$ cat src/rtl/tmr_cnt_ctrl.sv
// Timer counter control: pclk prescaler, clock-select tick generation,
// load/run/stop sequencing and sticky overflow/underflow flags.
module tmr_cnt_ctrl #(
  parameter int WIDTH = 8
) (
  input  logic             pclk,
  input  logic             presetn,
  input  logic [1:0]       tcr_cks,
  input  logic             tcr_en,
  input  logic             tcr_dn,
  input  logic             tcr_load,
  input  logic [WIDTH-1:0] tdr,
  input  logic             clr_ovf,
  input  logic             clr_udf,
  output logic             clk_cnt,
  output logic             pos_clk_int,
  output logic             tick,
  output logic [WIDTH-1:0] cnt,
  output logic             ovf_flag,
  output logic             udf_flag,
  output logic             busy
);

  typedef enum logic [1:0] {
    S_IDLE,
    S_LOAD,
    S_RUN
  } state_t;

  state_t           r_state;
  state_t           w_next;
  logic [3:0]       r_div;
  logic             r_sel_prev;
  logic [1:0]       r_cks_q;
  logic             r_load_q;
  logic [WIDTH-1:0] r_cnt;
  logic             r_ovf;
  logic             r_udf;

  logic             w_clk_cnt;
  logic             w_cks_same;
  logic             w_pos;
  logic             w_tick;
  logic             w_load_rise;
  logic             w_cnt_en;
  logic             w_wrap_up;
  logic             w_wrap_dn;

  assign w_clk_cnt   = r_div[tcr_cks];
  // A select change swaps mux inputs; the resulting edge is not real.
  assign w_cks_same  = (tcr_cks == r_cks_q);
  assign w_pos       = w_clk_cnt & ~r_sel_prev & w_cks_same;
  assign w_tick      = w_pos & (r_state == S_RUN);
  assign w_load_rise = tcr_load & ~r_load_q;
  assign w_cnt_en    = w_tick & ~w_load_rise;
  assign w_wrap_up   = w_cnt_en & ~tcr_dn & (r_cnt == '1);
  assign w_wrap_dn   = w_cnt_en & tcr_dn & (r_cnt == '0);

  always_ff @(posedge pclk or negedge presetn) begin
    if (!presetn) begin
      r_div      <= '0;
      r_sel_prev <= 1'b0;
      r_cks_q    <= '0;
      r_load_q   <= 1'b0;
    end else begin
      r_div      <= r_div + 4'd1;
      r_sel_prev <= w_clk_cnt;
      r_cks_q    <= tcr_cks;
      r_load_q   <= tcr_load;
    end
  end

  always_ff @(posedge pclk or negedge presetn) begin
    if (!presetn) begin
      r_state <= S_IDLE;
    end else begin
      r_state <= w_next;
    end
  end

  always_comb begin
    w_next = r_state;
    unique case (r_state)
      S_IDLE: begin
        if (w_load_rise) begin
          w_next = S_LOAD;
        end else if (tcr_en) begin
          w_next = S_RUN;
        end
      end
      S_LOAD: begin
        w_next = tcr_en ? S_RUN : S_IDLE;
      end
      S_RUN: begin
        if (w_load_rise) begin
          w_next = S_LOAD;
        end else if (!tcr_en) begin
          w_next = S_IDLE;
        end
      end
      default: w_next = S_IDLE;
    endcase
  end

  always_ff @(posedge pclk or negedge presetn) begin
    if (!presetn) begin
      r_cnt <= '0;
    end else if (r_state == S_LOAD) begin
      r_cnt <= tdr;
    end else if (w_cnt_en) begin
      if (tcr_dn) begin
        r_cnt <= r_cnt - 1'b1;
      end else begin
        r_cnt <= r_cnt + 1'b1;
      end
    end
  end

  // Set wins over a coincident clear.
  always_ff @(posedge pclk or negedge presetn) begin
    if (!presetn) begin
      r_ovf <= 1'b0;
      r_udf <= 1'b0;
    end else begin
      if (w_wrap_up) begin
        r_ovf <= 1'b1;
      end else if (clr_ovf) begin
        r_ovf <= 1'b0;
      end
      if (w_wrap_dn) begin
        r_udf <= 1'b1;
      end else if (clr_udf) begin
        r_udf <= 1'b0;
      end
    end
  end

  assign clk_cnt     = w_clk_cnt;
  assign pos_clk_int = w_pos;
  assign tick        = w_tick;
  assign cnt         = r_cnt;
  assign ovf_flag    = r_ovf;
  assign udf_flag    = r_udf;
  assign busy        = (r_state == S_LOAD);

endmodule

$ cat config.mk
export PLATFORM = sky130hd
export DESIGN_NAME = tmr_cnt_ctrl
export DESIGN_NICKNAME = d
export VERILOG_FILES = /design/src/rtl/tmr_cnt_ctrl.sv
export SDC_FILE = /design/constraint.sdc
export NUM_CORES = 1
export LEC_CHECK = 0
export ABC_AREA = 1
export BUFFER_PORTS_ARGS = -buffer_cell sky130_fd_sc_hd__buf_2
export CAP_MARGIN = 20
export CORE_MARGIN = 2
export CORE_UTILIZATION = 48
export CTS_BUF_LIST = sky130_fd_sc_hd__clkbuf_8 sky130_fd_sc_hd__clkbuf_16
export CTS_CLUSTER_SIZE = 8
export DETAILED_ROUTE_END_ITERATION = 6
export PLACE_DENSITY = 0.76
export SYNTH_ARGS = -nofsm -noshare
export SYNTH_HDL_FRONTEND = slang
export SYNTH_SLANG_ARGS = --single-unit
$ cat constraint.sdc
create_clock -name pclk -period 1.5 [get_ports pclk]
set_input_delay 0.225 -clock pclk [delete_from_list [all_inputs] [get_ports pclk]]
set_output_delay 0.225 -clock pclk [all_outputs]
set_load 0.1 [all_outputs]
; ---- Yosys cells after proc, flatten, opt, wreduce, memory -nomap -nowiden
; Index checks and enable logic that the tools add are counted.
[classes]
n_addsub = 3
n_lt_le_gt_ge = 1
eq_ne = 6
muxes = 15
n_bitwise = 13
reduce_logical = 6
[ops]
columns = cell, n
row1 = $mux W8, 3
row2 = $mux W2, 5
row3 = $and A1 B1 Y1, 9
row4 = $add A8 B1 Y8 const B, 1
row5 = $eq A8 B8 Y1 const B, 1
row6 = $logic_not A8 Y1, 1
row7 = $sub A8 B1 Y8 const B, 1
row8 = $ne A3 B3 Y1 const B, 2
row9 = $pmux W2 S3, 1
row10 = $reduce_bool A2 Y1, 3
row11 = $mux W1, 5
row12 = $add A4 B1 Y4 const B, 1
row13 = $not A1 Y1, 4
row14 = $lt A2 B3 Y1 const B, 1
row15 = $bmux W1 S2, 1
row16 = $eq A2 B1 Y1 const B, 1
row17 = $eq A2 B2 Y1, 1
row18 = $eq A2 B2 Y1 const B, 1
row19 = $logic_not A2 Y1, 1
row20 = $reduce_and A2 Y1, 1
[totals]
reg_bits = 20
in_bits = 17
output_inout_bits = 14
word_cells = 52

; ---- Logic depth before layout (Yosys ltp)
[depth]
word_depth = 9
ltp_mapped = 10
ltp_nobuf = 10

; ---- Worst setup path before layout
; No wires, ideal clock.
[synth_timing]
path_kind = register to register
from = register r_cnt[0], in the netlist cnt[0]
to = register r_cnt[6], in the netlist cnt[6]
arrival_ps = 2059
required_time_ps = 1379
path_slack_ps = -680
stages_incl_launch_ff = 11
synth_period_minus_slack_ps = 2180
cell_sequence = dfrtp_1 > inv_1 > fa_1 > inv_1 > nand3_1 > nand3_1 > nand2_1 > nand3_1 > nand2_1 > nand2_1 > nand2_1
[synth_between]
elab_chain_cells = 4
word_cells_on_any_way = 5
classes_between = add/sub: 2 / mux: 3
[synth_rtl]
columns = item, line_no
row1 = "start, declared", 36  ; logic [WIDTH-1:0] r_cnt;
row2 = "start signal, assigned", 109  ; r_cnt <= tdr;
row3 = "start signal, assigned", 112  ; r_cnt <= r_cnt - 1'b1;
row4 = "start signal, assigned", 114  ; r_cnt <= r_cnt + 1'b1;
row5 = $add A8 B1 Y8 or $sub A8 B1 Y8 (tied branches), "114, 112"
row6 = $mux W8 *, 111  ; if (tcr_dn) begin
row7 = $mux W8 *, 110  ; end else if (w_cnt_en) begin
row8 = $mux W8 *, 108  ; end else if (r_state == S_LOAD) begin
; Every way passes the cells marked *; elsewhere a longest branch is shown, timed or not. The select of a mux whose other input is x is not followed.
; A chain may end at the register's enable or synchronous reset.

; ---- Final worst setup path
[layout_timing]
from = register r_cks_q[0]
to = output port tick
[layout_between]
elab_chain_cells = 3
[layout_rtl]
columns = item, line_no
row1 = "start, declared", 34  ; logic [1:0] r_cks_q;
row2 = "start signal, assigned", 68  ; r_cks_q <= tcr_cks;
row3 = $eq A2 B2 Y1, 51  ; assign w_cks_same = (tcr_cks == r_cks_q);
row4 = $and A1 B1 Y1, 52  ; assign w_pos = w_clk_cnt & ~r_sel_prev & w_cks_same;
row5 = $and A1 B1 Y1, 53  ; assign w_tick = w_pos & (r_state == S_RUN);
row6 = "end, declared", 17  ; output logic tick,
; No other way between the ends.

==> impl_metrics.env <==
export IMPL_outcome="finished, violations left"
export IMPL_violations="setup timing"
export IMPL_num_rows=18
export IMPL_dieArea_mm2=0.00318
export IMPL_synth_top_cell_area_share_pct=38.0
export IMPL_drt_iter0_drc=85
export IMPL_crit_buf_inv=1
export IMPL_portBuffers=30
export IMPL_cp_cell_sequence="nand2_1 > nand3b_1 > nor2_4 > and3_4 > buf_12"
export IMPL_synth_area_leaders="dfrtp_1 (38%), nand2_1 (14%), inv_1 (8.5%)"
export IMPL_diodes=0
export IMPL_grt_pass1_wl_mm=6.01
export IMPL_irDropWorstVdd_mv=2.38
export IMPL_synth_distinct_cells=29
export IMPL_finalInstanceArea_mm2=0.00203
export IMPL_ys_ff_latch=20
export IMPL_cp_arrival_ps=1350
export IMPL_cts_path_max_buffers=2
export IMPL_die_w_um=56.4
export IMPL_placed_cells=243
export IMPL_grt_overflow=0
export IMPL_grt_max_degree=21
export IMPL_min_path_type="input pin to register"
export IMPL_rsz0062_at_grt="yes"
export IMPL_finalCoreUtilization_pct=79.8
export IMPL_start_kind="register"
export IMPL_gp_congestion=0.824
export IMPL_worst_slack_ps=-77.0
export IMPL_slew_violations=0
export IMPL_seq_area_frac_synth_pct=38.0
export IMPL_dp_slack_ps=-115
export IMPL_multiInputGateArea_um2=880
export IMPL_cts_root_buffer="clkbuf_8"
export IMPL_drtAntennaViolNets=0
export IMPL_start_util_pct=51.8
export IMPL_hold_viol_final=0
export IMPL_p_total_w=0.00399
export IMPL_fp_dieH_um=56.4
export IMPL_dpl_cell_area_mm2=0.00177
export IMPL_finalSetupViolations=6
export IMPL_grt_pass1_vias=1303
export IMPL_fin_crit_sh_pct=105
export IMPL_cp_max_fo=3
export IMPL_post_route_min_period_ps=1580
export IMPL_cp_required_ps=1270
export IMPL_slowest_delay_ps=380
export IMPL_num_fill_cells=167
export IMPL_maxCapViolCount=0
export IMPL_critPathSlowestCell="dfrtp_1"
export IMPL_tightest_slew_ps=493
export IMPL_antenna_found_initial=0
export IMPL_vias=1374
export IMPL_slew_headroom_pct=67.3
export IMPL_finalWirelength_mm=3.89
export IMPL_cts_sinks=20
export IMPL_nets=252
export IMPL_cts_buffers=3
export IMPL_core_mm2=0.00254
export IMPL_clock_skew_ps=2.19
export IMPL_p_leak_nw=1.02
export IMPL_hpwl_mm=2.68
export IMPL_cp_end_kind="output pin"
export IMPL_crit_type="register to output pin"
export IMPL_drc=0
export IMPL_synth_cells=174
export IMPL_area_growth_pct=54.1
export IMPL_avgSynthCellArea_um2=7.57
export IMPL_cts_tree="done"
export IMPL_pin_count=31
export IMPL_area_sequential_um2=528
export IMPL_first_pass_iters=5
export IMPL_drive_gt1_share_pct=49.6
export IMPL_htree_levels=1
export IMPL_yosys_warnings=0
export IMPL_syn_area_mm2=0.00132
export IMPL_insertion_delay_ps=270
export IMPL_cp_top_family="simple AND/OR/NAND/NOR gates"
export IMPL_syn_num_nets=199
export IMPL_clk_pin_slew_ps=70
export IMPL_wire_per_inst_um=15.2
export IMPL_stdcell_count=256
export IMPL_p_per_area_mw_per_mm2=1970
export IMPL_max_clock_freq_mhz=634
export IMPL_grtUsageTotal_pct=24.5
export IMPL_avgViaCountPerCell=5.37
export IMPL_synth_top_area_cell="dfrtp_1"
[area by class of cell]
| class | instances | share of cell area, % |
|---|---|---|
| flip-flops and latches | 20 | 26.0 |
| clock buffers | 4 | 2.71 |
| well taps | 30 | 1.85 |
| inverters | 31 | 5.98 |
| repair buffers | 50 | 20.1 |
| multi-input cells | 121 | 43.3 |
[path summary, 6_finish.rpt]
check / startpoint / end / slack, ps / depth (start not counted)
worst max-delay path: r_cks_q[0] / tick / -80 / 5
worst min-delay path: tcr_load / r_load_q / 70 / 1
worst max register to register: cnt[1] / cnt[5] / -40 / 10
worst min register to register: r_div[0] / r_div[0] / 470 / 1
max in group asynchronous: presetn / cnt[6] / 710 / 2
min in group asynchronous: presetn / r_div[3] / 430 / 2
[where the power goes]
part	total (W)	internal (W)	switching, W
clock	0.000418	0.000234	0.000184
combinational	0.00272	0.000928	0.00179
sequential	0.000857	0.000714	0.000143
total	0.00399	0.00188	0.00212
[repair_timing]
item	CTS	global route
setup buffers	2	5
resized for setup	11	27
hold buffers	1	0
hold endpoints to repair	20	0
setup endpoints to repair	4	13
pin swaps	10	23
gates cloned	0	1
[cell usage in the layout, fill, tap and decap left out, types with 4 or more instances in the layout]
cell type / count
buf_2: 22
clkbuf_4: 4
clkbuf_8: 4
nand4_1: 4
buf_4: 14
xor2_1: 4
buf_12: 6
inv_1: 23
inv_2: 6
nand2_2: 12
nand2_1: 37
nor2_1: 5
dfrtp_4: 7
nand3_1: 11
ha_4: 6
dfrtp_1: 12
nand3_2: 8
[worst register-to-register path, cell delays in order (launching register included)]
cell and delay (ps):
dfrtp_4 520, ha_4 280, nand2_2 50, nand2_2 100, nand3b_1 110, nand2_1 90, nand2_1 60, nand3_1 70
nand2_1 50, nand2_1 50, nand2_1 50
[logic make-up (layout without fill, tap and decap cells)]
| group | Yosys count | after routing | synth area share, % |
|---|---|---|---|
| fa+ha+maj | 8 | 8 | 8.17 |
| xor+xnor | 4 | 4 | 2.66 |
| buf+inv | 34 | 85 | 10.8 |
| simple gates | 94 | 95 | 34.0 |
| flops | 20 | 20 | 38.0 |
| compound gates | 14 | 14 | 6.36 |
[cells in the mapped netlist]
cell type  count
and3_2         1
or2_2          3
buf_4          1
a21o_1         1
xor2_1         4
nand2_1       50
nand2_4        1
o22ai_1        2
inv_1         30
nand3_1       18
inv_2          1
ha_1           7
nand2_2        1
a31oi_1        1
nand4_1        4
nand3_2        1
a21oi_1        2
nor2_2         1
dfrtp_1       20
fa_1           1
clkbuf_1       1
nand3b_1       2
nor2_1         7
and2_2         1
o21ai_0        6
nor3_1         3
o21ai_2        2
buf_8          1
nand4_4        1
[sequential cells by signal, summed over array words and instances (netlist names)]
name        flops
cnt             8
ovf_flag        1
udf_flag        1
r_cks_q         2
r_div           4
r_sel_prev      1
r_state         2
r_load_q        1
[layer usage]
metal  global-route usage (%)  share of wire, %  vias up
li1                         -                 -      656
met1                     31.6                41      646
met2                     41.8                50       59
met3                     5.30               6.6       13
met4                     5.78               2.8        0
met5                        0                 0        -
[through the flow]
step	TNS, ps	hold slack (ps)
4_1_cts	-132	71.6
2_1_floorplan	-520	-70.6
5_1_grt	-1050	68.1
3_5_place_dp	-130	200
6_report	-187	74.6
3_3_place_gp	-46.8	192
Note: power is estimated with default switching activity, not from simulation.
